**config.mk**
```make
export PLATFORM = sky130hd
export DESIGN_NAME = ysyx_25020047_ctrl
export DESIGN_NICKNAME = d
export VERILOG_FILES = /design/src/rtl/ysyx_25020047_pkg.sv /design/src/rtl/ysyx_25020047_wdog.sv /design/src/rtl/ysyx_25020047_ctrl.sv
export SDC_FILE = /design/constraint.sdc
export NUM_CORES = 1
export LEC_CHECK = 0
export ABC_AREA = 1
export BUFFER_PORTS_ARGS = -buffer_cell sky130_fd_sc_hd__buf_4
export CELL_PAD_IN_SITES_DETAIL_PLACEMENT = 1
export CELL_PAD_IN_SITES_GLOBAL_PLACEMENT = 2
export CORE_MARGIN = 2
export CORE_UTILIZATION = 27
export CTS_BUF_LIST = sky130_fd_sc_hd__clkbuf_8
export CTS_CLUSTER_DIAMETER = 100
export DETAILED_ROUTE_END_ITERATION = 8
export GPL_ROUTABILITY_DRIVEN = 0
export GPL_TIMING_DRIVEN = 0
export PLACE_DENSITY = 0.8
export SYNTH_ARGS = -nofsm -noshare
export SYNTH_HDL_FRONTEND = slang
export SYNTH_SLANG_ARGS = --single-unit
```
**constraint.sdc**
```tcl
create_clock -name clk -period 1.86 [get_ports clk]
set_clock_uncertainty 0.15 [all_clocks]
set_input_delay 0.186 -clock clk [delete_from_list [all_inputs] [get_ports clk]]
set_output_delay 0.186 -clock clk [all_outputs]
set_load 0.05 [all_outputs]
```
**src/rtl/ysyx_25020047_pkg.sv**
```systemverilog
// rtl/ysyx_25020047_pkg.sv - shared encodings for the core sequencer
// State, class and error codes plus the inst_type classifier.
package ysyx_25020047_pkg;

   typedef enum logic [2:0] {
      S_FETCH  = 3'd0,
      S_DECODE = 3'd1,
      S_MEM    = 3'd2,
      S_WB     = 3'd3,
      S_HALT   = 3'd4,
      S_ERROR  = 3'd5
   } state_e;

   typedef enum logic [2:0] {
      C_ALU,
      C_LOAD,
      C_STORE,
      C_BRANCH,
      C_EBREAK,
      C_ILLEGAL
   } cls_e;

   typedef enum logic [1:0] {
      E_NONE    = 2'b00,
      E_ILLEGAL = 2'b01,
      E_IFU_TO  = 2'b10,
      E_LSU_TO  = 2'b11
   } err_e;

   localparam logic [31:0] IT_EBREAK  = 32'h0000_0004;
   localparam logic [31:0] IT_LUI     = 32'h0000_0010;
   localparam logic [31:0] IT_LB      = 32'h0000_0020;
   localparam logic [31:0] IT_LW      = 32'h0000_0040;
   localparam logic [31:0] IT_SB      = 32'h0000_0080;
   localparam logic [31:0] IT_SW      = 32'h0000_0100;
   localparam logic [31:0] IT_BEQ     = 32'h0000_4000;
   localparam logic [31:0] IT_BNE     = 32'h0000_8000;
   localparam logic [31:0] IT_JAL     = 32'h0010_0000;
   localparam logic [31:0] IT_SH      = 32'h0020_0000;
   localparam logic [31:0] IT_ILLEGAL = 32'hFFFF_FFFF;

   // Anything not listed here (lui, jal, plain ALU ops) behaves as ALU/JUMP.
   function automatic cls_e classify(input logic [31:0] it);
      cls_e c;
      case (it)
         IT_LB, IT_LW:        c = C_LOAD;
         IT_SB, IT_SW, IT_SH: c = C_STORE;
         IT_BEQ, IT_BNE:      c = C_BRANCH;
         IT_EBREAK:           c = C_EBREAK;
         IT_ILLEGAL:          c = C_ILLEGAL;
         default:             c = C_ALU;
      endcase
      return c;
   endfunction

endpackage

```
**src/rtl/ysyx_25020047_wdog.sv**
```systemverilog
// rtl/ysyx_25020047_wdog.sv - request wait counter
// Shared by FETCH and MEM; expired fires on the cycle the count reaches TIMEOUT.
module ysyx_25020047_wdog #(
   parameter int TIMEOUT = 255
) (
   input  logic clk,
   input  logic rst,
   input  logic clr,
   input  logic en,
   output logic expired
);

   localparam logic [15:0] LIMIT = 16'(TIMEOUT - 1);

   logic [15:0] cnt_q, cnt_d;

   always_comb begin
      cnt_d = cnt_q;
      if (clr)
         cnt_d = '0;
      else if (en)
         cnt_d = cnt_q + 16'd1;
   end

   always_ff @(posedge clk) begin
      if (rst)
         cnt_q <= '0;
      else
         cnt_q <= cnt_d;
   end

   // Counting this cycle would make the wait equal TIMEOUT.
   assign expired = en && (cnt_q == LIMIT);

endmodule

```
**src/rtl/ysyx_25020047_ctrl.sv**
```systemverilog
// rtl/ysyx_25020047_ctrl.sv - multi-cycle FETCH/DECODE/MEM/WB sequencer
// Owns the FSM, the latched instruction class and the perf counters.
module ysyx_25020047_ctrl
   import ysyx_25020047_pkg::*;
#(
   parameter int TIMEOUT = 255,
   parameter int CNT_W   = 32
) (
   input  logic             clk,
   input  logic             rst,
   output logic             ifu_req,
   input  logic             ifu_ack,
   output logic             inst_wen,
   input  logic [31:0]      inst_type,
   output logic             lsu_req,
   output logic             lsu_we,
   input  logic             lsu_ack,
   output logic             reg_wen,
   output logic             pc_wen,
   output logic             halt,
   output logic [1:0]       err,
   output logic [CNT_W-1:0] cycle_cnt,
   output logic [CNT_W-1:0] instret,
   output logic [2:0]       state
);

   localparam logic [CNT_W-1:0] ONE = 1;

   state_e           state_q, state_d;
   cls_e             cls_q, cls_d;
   err_e             err_q, err_d;
   logic [CNT_W-1:0] cyc_q, ret_q;
   logic             wd_en, wd_clr, wd_expired;
   cls_e             dec_cls;

   assign dec_cls = classify(inst_type);

   always_comb begin
      state_d = state_q;
      cls_d   = cls_q;
      err_d   = err_q;
      wd_en   = 1'b0;
      case (state_q)
         S_FETCH: begin
            wd_en = !ifu_ack;
            if (ifu_ack) begin
               state_d = S_DECODE;
            end else if (wd_expired) begin
               state_d = S_ERROR;
               err_d   = E_IFU_TO;
            end
         end
         S_DECODE: begin
            cls_d = dec_cls;
            case (dec_cls)
               C_EBREAK:        state_d = S_HALT;
               C_ILLEGAL: begin
                  state_d = S_ERROR;
                  err_d   = E_ILLEGAL;
               end
               C_LOAD, C_STORE: state_d = S_MEM;
               default:         state_d = S_WB;
            endcase
         end
         S_MEM: begin
            wd_en = !lsu_ack;
            if (lsu_ack) begin
               state_d = S_WB;
            end else if (wd_expired) begin
               state_d = S_ERROR;
               err_d   = E_LSU_TO;
            end
         end
         S_WB:    state_d = S_FETCH;
         default: state_d = state_q;
      endcase
   end

   assign wd_clr = (state_d != state_q);

   ysyx_25020047_wdog #(
      .TIMEOUT(TIMEOUT)
   ) u_wdog (
      .clk     (clk),
      .rst     (rst),
      .clr     (wd_clr),
      .en      (wd_en),
      .expired (wd_expired)
   );

   always_ff @(posedge clk) begin
      if (rst) begin
         state_q <= S_FETCH;
         cls_q   <= C_ALU;
         err_q   <= E_NONE;
         cyc_q   <= '0;
         ret_q   <= '0;
      end else begin
         state_q <= state_d;
         cls_q   <= cls_d;
         err_q   <= err_d;
         if (state_q != S_HALT && state_q != S_ERROR)
            cyc_q <= cyc_q + ONE;
         if (state_q == S_WB)
            ret_q <= ret_q + ONE;
      end
   end

   // Strobes come from the state register; reset masks them so a pending request drops at once.
   assign ifu_req   = !rst && (state_q == S_FETCH);
   assign inst_wen  = ifu_req && ifu_ack;
   assign lsu_req   = !rst && (state_q == S_MEM);
   assign lsu_we    = lsu_req && (cls_q == C_STORE);
   assign pc_wen    = !rst && (state_q == S_WB);
   assign reg_wen   = pc_wen && (cls_q != C_STORE) && (cls_q != C_BRANCH);
   assign halt      = (state_q == S_HALT);
   assign err       = err_q;
   assign cycle_cnt = cyc_q;
   assign instret   = ret_q;
   assign state     = state_q;

endmodule

```
==> results by group, run 1 <==
Status
  • Outcome: complete, but fails checks
  • Violated checks: setup timing

Die
  • Chip width: 138 microns
  • Die area: between 0.015 and 0.02 sq mm
  • Initial Utilization: around 28%
  • Io pins: around 110
  • Die height: 138 microns
  • Core Region: ~0.017 sq mm
  • FP Rows: between 40 and 50

Placement
  • DP HPWL: 12300 microns
  • Placed Instances: ~1000
  • PortBufs: 110
  • Place WS: -0.328 ns

Timing
  • Final Hold Fails: 0
  • Hold Slack: roughly 0.21 ns
  • Min Tclk post-route: between 2 and 2.5 ns
  • Slew Limit Fails: 0
  • RSZ-0062 raised after global routing: yes
  • Max Freq: approximately 500 MHz
  • Crit share post-route: 109%
  • Rel. slew slack: 46.6%
  • Least-Margin Pin Slew: between 0.8 and 0.9 ns
  • Final setup viols: 43
  • Post-route setup slack: -0.176 ns

Finish
  • Share of cells above drive strength 1: between 40% and 50%
  • Non-filler instance count after layout: 1149
  • Area Overhead vs Synth: 57.2%
  • Fin nets: 959
  • Antenna diode count: 0

Synth
  • Yosys cell types: 38
  • Asr flop ratio synth: 0%
  • Synth cell count leaders: 137 x nand2_1, 129 x nor2_1, 91 x inv_1, 88 x dfxtp_1, 39 x a21oi_1
  • Top cell type's share of synthesized area: a little over a third
  • Synth warn: 0
  • EDFF count, synth: 0
  • Mapped Cells: 714
  • Syn Std Cell Area: ~0.0048 sq mm
  • Dominant cell type by area after synthesis: dfxtp_1
  • Post-synth net total: 754
  • Synth area leaders: dfxtp_1 37%, nand2_1 11%, nor2_1 10%
  • Seq/Total Area, Yosys: 36.6%
  • Top FF cell, synth: dfxtp_1
  • #FFs+latches synth: ~90
  • Most frequent cell after synthesis: nand2_1
  • Mean Syn Cell Area: approximately 6.7 sq um

Route
  • DR DRC count: 0
  • WL final: approximately 18000 microns
  • Vias per cell: around 4.7
  • Vias: approximately 5400
  • WL per Instance: about 15 microns
  • Post-route ant nets: 0
  • DRT iter0 DRCs: ~150
  • Pre-Repair DR Iteration Count: 4

CTS
  • Cts hold-fix bufs: 0
  • Max clock buf depth: 2
  • # clock sinks: 88
  • Clock-pin slew on the worst setup and hold paths: around 0.090 ns
  • CTS Buf Count: 9
  • Clk root buf: clkbuf_8
  • CTS HTree Levels: 3
  • Later-pin clock latency in the skew report: approximately 0.39 ns
  • CTS tree: yes

Worst setup path
  • Worst Setup End Kind: flip-flop
  • Worst Path Max Fanout: 4
  • WP data required: between 1.5 and 2 ns
  • Startpoint Class: flip-flop
  • Cells along the critical path: buf_12 -> nand3_4 -> nor2_4 -> nand2_4 -> nor2_4 -> nand2_4 -> nor2_4 -> nand3_4 -> nor2_4 -> nand2_2 -> xor2_1 -> nor2_1
  • Slowest-stage cell, CP: dfxtp_4
  • Most frequent CP cell: nor2_4
  • CP Class: flip-flop to flip-flop
  • Max incr delay on CP: 0.39 ns
  • Worst Path Arrival: between 2 and 2.5 ns

Global route
  • GRT overflow: 0
  • GRT Util Overall: between 10% and 20%
  • Global-route wire length before repair: 27900 microns
  • Number of global-route vias before repair: 5594
  • Antenna violations before repair: 0
  • Largest net degree at the start of global routing: 16

Flow run
  • Max-Cap Viols: 0

Power and ir drop
  • Leakage: roughly 3.1 nW
  • Peak VDD IR: approximately 0.00029 V
  • Pwr/cell area: between 500 and 600 mW/mm^2

Worst hold path
  • Min-delay worst type: input pin to flip-flop
[registers in the layout, summed over array words and instances (netlist names)]
name / flops
cycle_cnt: 32
instret: 32
u_wdog.cnt_q: 16
cls_q: 3
state: 3
err: 2
[area by class of cell]
cell class	count	area [sq um]
Fill cell	2190	9790
Multi-Input combinational cell	519	3230
Sequential cell	88	1830
Timing Repair Buffer	194	1570
Inverter	98	390
Tap cell	225	282
Clock buffer	10	138
Clock inverter	6	67.6
Buffer	9	56.3
[logic make-up after synthesis]
kind of cell,after synthesis,synth area share [%]
simple gates,397,38.4
buf+inv,107,8.81
compound gates,90,10.1
flops,88,36.6
xor+xnor,28,5.09
fa+ha+maj,4,1.04
[worst max-delay path: cells and delay by family (launching register included)]
family                    cells  cell delay (ns)
DFF                           1             0.39
and+or+nand+nor              10             1.09
xor gates and xnor gates      1             0.18
buffers and inverters         1             0.11
[path summary, 6_finish.rpt]
| path | startpoint | slack (ns) | to | cells past startpoint |
|---|---|---|---|---|
| setup / recovery | state[0]$_SDFF_PP0_ | -0.18 | instret[27]$_SDFFE_PP0N_ | 12 |
| hold / removal | inst_type[4] | 0.21 | cls_q[0]$_SDFFE_PP0P_ | 6 |
| setup reg to reg | state[0]$_SDFF_PP0_ | -0.18 | instret[27]$_SDFFE_PP0N_ | 12 |
| hold reg to reg | cycle_cnt[3]$_SDFFE_PP0P_ | 0.33 | cycle_cnt[3]$_SDFFE_PP0P_ | 1 |
[metrics by stage]
step | TNS (ns) | util (%) | area (sq um) | total power [mW]
2_1_floorplan | -1.48 | - | 5010 | 2.36
3_3_place_gp | -6.53 | 35.3 | 6120 | 2.55
3_5_place_dp | -8.07 | 35.3 | 6120 | 2.57
4_1_cts | -3.37 | 40.5 | 7040 | 4.19
5_1_grt | -10.88 | 43.6 | 7570 | 4.41
6_report | -4.68 | 43.6 | 7570 | 4.21
[per-layer routing]
metal | track usage (%) | up-vias | routed length, microns
li1 | - | 2684 | -
met2 | 34.7 | 86 | 9280
met4 | 4.12 | 0 | 316
met3 | 3.94 | 20 | 616
met1 | 22.2 | 2581 | 7430
met5 | 0 | - | 0
[repair_timing]
| item | in CTS | in global routing |
|---|---|---|
| setup buffers | 52 | 35 |
| endpoints found under the setup margin | 53 | 61 |
| pin swaps | 23 | 51 |
| resized for setup | 71 | 90 |
| gates cloned | 1 | 0 |
[where the power goes]
group	leakage [nW]	internal, mW	switching, mW	total [mW]
Combinational	2.27	0.353	0.475	0.828
Clock	0.0989	0.663	0.772	1.43
Sequential	0.730	1.91	0.0415	1.95
Total	3.10	2.92	1.29	4.21
[cell usage in the layout, fill, tap and decap left out, drive strengths merged, types with 2 or more instances in the layout]
cell,synthesis,layout
nand2,144,144
o211ai,2,2
ha,4,4
clkbuf,7,17
buf,2,196
a211oi,3,3
o21a,3,3
nor2,154,154
o21ba,2,2
a31oi,2,2
nor3b,3,3
o21ai,38,38
dfxtp,88,88
xor2,21,21
inv,98,99
nand3,37,37
and3,3,3
nand4,17,17
clkinvlp,0,2
xnor2,7,7
a21oi,39,39
clkinv,0,2
nor3,35,35
nor4,2,2
Power figures use the tool's default switching activity.
==> run 2: changes to the inputs <==
CORE_UTILIZATION = 26   (was 27)
CTS_BUF_LIST = not set   (was sky130_fd_sc_hd__clkbuf_8)
PLACE_DENSITY = 0.78   (was 0.8)
==> run 2 against run 1 <==
  * The flow finishes with violations (DRC, setup timing)
  * Setup slack worse by 0.038 ns
  * Wire length down 3.2%
  * Sequential share of layout area is 0.62 points lower
  * Fmax decreased by 1.8%
  * Non-clock buffer count shrank 11
  * Count of clock-buffer cells in the layout is 3 higher
  * Critical endpoint is now u_wdog.cnt_q[5]$_SDFFE_PP0P_
==> results by group, run 2 (same netlist as run 1, synthesis figures left out) <==
Die
  • Initial Utilization: a little over a quarter
  • Core Region: about 0.018 sq mm
  • Io pins: roughly 110
  • Die area: just under 0.02 sq mm
  • Chip width: ~140 microns
  • Die height: between 100 and 150 microns
  • FP Rows: between 40 and 50

Worst setup path
  • Slowest-stage cell, CP: dfxtp_4
  • Worst Path Max Fanout: 4
  • Startpoint Class: flip-flop
  • Worst Setup End Kind: flip-flop
  • CP Class: flip-flop to flip-flop
  • Cells along the critical path: inv_8 -> buf_12 -> nand2_8 -> nor2_4 -> buf_6 -> inv_4 -> o21ai_4 -> or2_1 -> inv_2 -> nand2_2 -> inv_2 -> nand3_2 -> nand3_4 -> buf_6 -> nor2_4
  • Max incr delay on CP: between 0.4 and 0.5 ns
  • WP data required: ~2 ns
  • Worst Path Arrival: 2.16 ns

Finish
  • Commonest non-fill, non-tap cell in the layout: buf_4
  • Antenna diode count: 0
  • Final Instance Area: approximately 0.0077 sq mm
  • Share of cells above drive strength 1: between 40% and 50%
  • Fin nets: 948
  • Most frequent cells in the layout: 155 x buf_4, 118 x nand2_1, 105 x nor2_1
  • Area Overhead vs Synth: 60.8%

Timing
  • Hold Slack: about 0.23 ns
  • Max Freq: about 480 MHz
  • RSZ-0062 raised after global routing: yes
  • Slew Limit Fails: 0
  • Crit share post-route: 112%
  • Least-Margin Pin Slew: 0.813 ns
  • Final setup viols: 47
  • Rel. slew slack: 45.8%
  • Min Tclk post-route: slightly above 2 ns
  • Final Hold Fails: 0
  • Post-route setup slack: -0.214 ns

Placement
  • PortBufs: 110
  • Post-Place Cell Area: around 0.006 sq mm
  • Place WS: -0.336 ns
  • DP HPWL: between 10000 and 15000 microns

Route
  • WL final: 17100 microns
  • DR DRC count: 5
  • Vias: about 5200
  • Vias per cell: 4.58
  • DRT iter0 DRCs: 130
  • Post-route ant nets: 0
  • Pre-Repair DR Iteration Count: 8
  • WL per Instance: between 10 and 15 microns

Global route
  • GRT Util Overall: 17.0%
  • GRT overflow: 0
  • Largest net degree at the start of global routing: 15
  • Number of global-route vias before repair: between 5000 and 6000
  • Global-route wire length before repair: between 20000 and 30000 microns
  • Antenna violations before repair: 0

CTS
  • CTS HTree Levels: 3
  • Clock-pin slew on the worst setup and hold paths: approximately 0.06 ns
  • # clock sinks: between 80 and 90
  • Cts hold-fix bufs: 0
  • CTS tree: yes
  • Later-pin clock latency in the skew report: 0.35 ns
  • CTS Buf Count: 9
  • Max clock buf depth: 2
  • Clk root buf: clkbuf_16

Status
  • Outcome: complete, but fails checks
  • Violated checks: DRC, setup timing

Power and ir drop
  • Pwr/cell area: ~610 mW/mm^2
  • Total power: around 4.8 mW
  • Leakage: roughly 3.2 nW
  • Peak VDD IR: around 0.00044 V

Flow run
  • Max-Cap Viols: 0

Worst hold path
  • Min-delay worst type: input pin to flip-flop
[run 2: changes by cell type in the layout (fill, tap and decap cells not counted), sizes merged]
cell and change:
buf -11, clkbuf +3, clkinv -2, clkinvlp -2, inv +1
[run 2: final timing paths]
check,startpoint,end,slack (ns),cells after the start
min reg2reg,cycle_cnt[31]$_SDFFE_PP0P_,cycle_cnt[31]$_SDFFE_PP0P_,0.33,2
max reg2reg,state[2]$_SDFF_PP0_,u_wdog.cnt_q[5]$_SDFFE_PP0P_,-0.21,15
min,inst_type[4],cls_q[0]$_SDFFE_PP0P_,0.23,6
max,state[2]$_SDFF_PP0_,u_wdog.cnt_q[5]$_SDFFE_PP0P_,-0.21,15
[run 2: final cells by class]
type                    count  area, sq um
plain buffers               9         56.3
clock buffers              13          292
clock inverters             3         42.5
fillers                  2198        10300
inverters                  98          393
multi-input cells         519         3310
flip-flops and latches     88         1830
well taps                 229          287
repair buffers            183         1530
[run 2: routing by layer]
layer	track usage (%)	wire [microns]	vias to the layer above
met5	0	0	-
met4	3.24	141	0
met3	4.00	506	8
met2	29.6	8700	64
met1	21.5	7730	2489
li1	-	-	2673
[run 2: stage by stage]
stage	setup TNS, ns	cells	utilization, %
final	-6.29	1142	42.8
after floorplan	-1.48	714	-
after CTS	-4.58	1115	39.0
after detailed placement	-10.08	1053	33.9
after global routing	-12.39	1142	42.8
after global placement	-9.14	1053	33.9
[run 2: critical path: cells and delay by family (launching register included)]
family	cells	cell delay, ns
compound gates	1	0.07
buf+inv	7	0.64
flops	1	0.41
simple gates	7	0.68
[run 2: repair_timing]
item,4_1_cts,5_1_grt
gates resized for setup,59,121
endpoints found under the setup margin,51,58
pin swaps,24,43
cloned,1,0
buffers inserted,45,34
[run 2: power by group]
| part | total, mW | internal [mW] | switching (mW) |
|---|---|---|---|
| combinational | 0.778 | 0.320 | 0.458 |
| clock | 2.03 | 1.24 | 0.796 |
| sequential | 1.95 | 1.91 | 0.0427 |
| total | 4.76 | 3.46 | 1.30 |
==> run 3: changes to the inputs <==
CAP_MARGIN = 5   (was not set)
SETUP_SLACK_MARGIN = 0.05   (was not set)
==> run 3 against run 2 <==
  * The run still ends with DRC, setup timing left
  * Cell area shrank 0.94%
  * Critical path depth shrank 3
  * Sequential share of layout area grew 0.26 points
  * Wire length shrank 3.3%
  * Die area is the same
  * Final cell count grew 0.53%
  * Critical path type unchanged
==> results by group, run 3 (same netlist as run 1, synthesis figures left out) <==
Finish
  • Antenna diode count: 0
  • Fin nets: between 900 and 1000
  • Non-filler instance count after layout: about 1100
  • Final Instance Area: approximately 0.0077 sq mm
  • Most frequent cells in the layout: 165 x buf_4, 121 x nand2_1, 106 x nor2_1
  • Multi-input gate area: 0.00324 sq mm
  • Commonest non-fill, non-tap cell in the layout: buf_4
  • Share of cells above drive strength 1: between 40% and 50%
  • Area occupied by registers: ~0.0018 sq mm
  • Area Overhead vs Synth: 59.3%
  • FILL cells: approximately 2300

Die
  • Chip width: roughly 140 microns
  • Die area: 0.0196 sq mm
  • Die height: about 140 microns
  • Io pins: roughly 110
  • FP Rows: 49
  • Core Region: 0.0181 sq mm
  • Initial Utilization: between 20% and 30%

Worst setup path
  • RR Endpoint: u_wdog.cnt_q[12]$_SDFFE_PP0P_
  • Cells along the critical path: inv_8 -> nand2_8 -> nor2_4 -> nand2_2 -> nand2_4 -> nand2_1 -> nor2_4 -> nand3_4 -> nor2_4 -> nand2_1 -> xor2_1 -> nor2_2
  • Kind of cell adding the most delay to the critical path: simple AND/OR/NAND/NOR gates
  • Reg2Reg Launch Point: state[0]$_SDFF_PP0_
  • Cells on worst reg2reg path: 12
  • Max incr delay on CP: 0.38 ns
  • Startpoint Class: flip-flop
  • CP Class: flip-flop to flip-flop
  • FF-to-FF setup slack: -0.19 ns
  • Slowest-stage cell, CP: dfxtp_4
  • Instance count on the critical path: 12
  • WP data required: a little under 2 ns
  • Worst Setup End Kind: flip-flop
  • Worst setup startpoint: state[0]$_SDFF_PP0_
  • Most frequent CP cell: nor2_4
  • Worst Path Max Fanout: 5
  • Worst Path Arrival: 2.13 ns
  • Buf+Inv Stages, Crit Path: 1

CTS
  • Later-pin clock latency in the skew report: between 0.3 and 0.4 ns
  • CTS HTree Levels: 3
  • Clk root buf: clkbuf_16
  • # clock sinks: 88
  • Max clock buf depth: 2
  • CTS tree: yes
  • CTS Buf Count: 9
  • Cts hold-fix bufs: 0
  • Clock-pin slew on the worst setup and hold paths: 0.06 ns

Route
  • Vias per cell: about 4.6
  • Post-route ant nets: 0
  • Vias: 5244
  • WL per Instance: ~14 microns
  • Pre-Repair DR Iteration Count: 7
  • WL final: 16500 microns
  • DRT iter0 DRCs: roughly 150
  • DR DRC count: 7

Timing
  • Rel. slew slack: a little under half
  • Max Freq: between 400 and 500 MHz
  • Slew Limit Fails: 0
  • Post-route setup slack: -0.185 ns
  • Final setup viols: 35
  • Least-Margin Pin Slew: ~0.8 ns
  • Final Hold Fails: 0
  • RSZ-0062 raised after global routing: yes
  • Min Tclk post-route: 2.05 ns
  • Setup tns final: -3.24 ns
  • Crit share post-route: 110%

Global route
  • GRT Util Overall: roughly 17%
  • Largest net degree at the start of global routing: 15
  • Global-route wire length before repair: around 26000 microns
  • Number of global-route vias before repair: around 5200
  • Antenna violations before repair: 0
  • GRT overflow: 0

Worst hold path
  • Worst hold stages: 7
  • Min-delay src: ifu_ack
  • Min-delay worst type: input pin to flip-flop
  • WHS Endpoint: u_wdog.cnt_q[1]$_SDFFE_PP0P_

Status
  • Violated checks: DRC, setup timing
  • Outcome: complete, but fails checks

Flow run
  • Max-Cap Viols: 0

Power and ir drop
  • Peak VDD IR: around 0.00042 V
  • Total power: around 4.7 mW
  • Leakage: around 3.2 nW
  • Pwr/cell area: around 600 mW/mm^2

Placement
  • Place WS: -0.310 ns
  • Placed Instances: ~1100
  • DP HPWL: 11500 microns
  • Post-Place Cell Area: roughly 0.0061 sq mm
  • PortBufs: 110
[run 3: cell count changes in the layout (fill, tap and decap cells not counted), moves of 3 or more]
cell     previous run  this run
buf_4             155       165
o21ai_1             4        11
nand2_2            17        12
buf_6              23        20
nand2_1           118       121
nor2_4             34        31
o21ai_2             6         3
[run 3: worst min-delay path, cell delays in order]
cell	delay, ns
buf_4	0.09
inv_1	0.04
nand2_2	0.06
nand2_4	0.07
nand2_1	0.05
o21ai_0	0.08
nor2_2	0.10
[run 3: timing repair]
action / in CTS / in global routing
gates resized for setup: 59 / 96
pin swaps: 32 / 40
cloned: 1 / 0
setup endpoints to repair: 61 / 64
buffers inserted: 56 / 26
[run 3: area by class of cell]
| class | count | share of cell area, % |
|---|---|---|
| clock inverter | 4 | 0.620 |
| tap | 229 | 3.73 |
| inverter | 98 | 5.15 |
| clock buffer | 12 | 3.49 |
| buffer | 9 | 0.734 |
| sequential | 88 | 23.9 |
| timing repair buffer | 189 | 20.2 |
| multi-input combinational | 519 | 42.2 |
[run 3: worst max path at each step]
| stage | to | slack (ns) |
|---|---|---|
| floorplan | instret[27]$_SDFFE_PP0N_ | -0.1 |
| global placement | instret[26]$_SDFFE_PP0N_ | -0.31 |
| detailed placement | instret[26]$_SDFFE_PP0N_ | -0.31 |
| CTS | u_wdog.cnt_q[7]$_SDFFE_PP0P_ | -0.14 |
| global route | u_wdog.cnt_q[12]$_SDFFE_PP0P_ | -0.31 |
| finish | u_wdog.cnt_q[12]$_SDFFE_PP0P_ | -0.19 |
[run 3: stage by stage]
step	utilization (%)	hold slack [ns]
floorplan	-	0.345
global placement	33.9	0.295
detailed placement	33.9	0.300
CTS	39.7	0.218
global route	42.4	0.251
finish	42.4	0.224
[run 3: metal layers]
| metal | part of all wire, % | wire length, microns | up-vias | track usage (%) |
|---|---|---|---|---|
| li1 | - | - | 2674 | - |
| met1 | 46 | 7660 | 2497 | 21.7 |
| met2 | 50 | 8220 | 71 | 28.5 |
| met3 | 3.6 | 587 | 2 | 3.18 |
| met4 | 0.34 | 56 | 0 | 3.72 |
| met5 | 0 | 0 | - | 0 |
[run 3: report_power, final]
| group | total [mW] | internal (mW) | leakage (nW) | switching, mW |
|---|---|---|---|---|
| sequential | 1.95 | 1.91 | 0.729 | 0.0422 |
| combinational | 0.786 | 0.330 | 2.29 | 0.456 |
| clock | 1.93 | 1.16 | 0.159 | 0.773 |
| total | 4.67 | 3.40 | 3.17 | 1.27 |
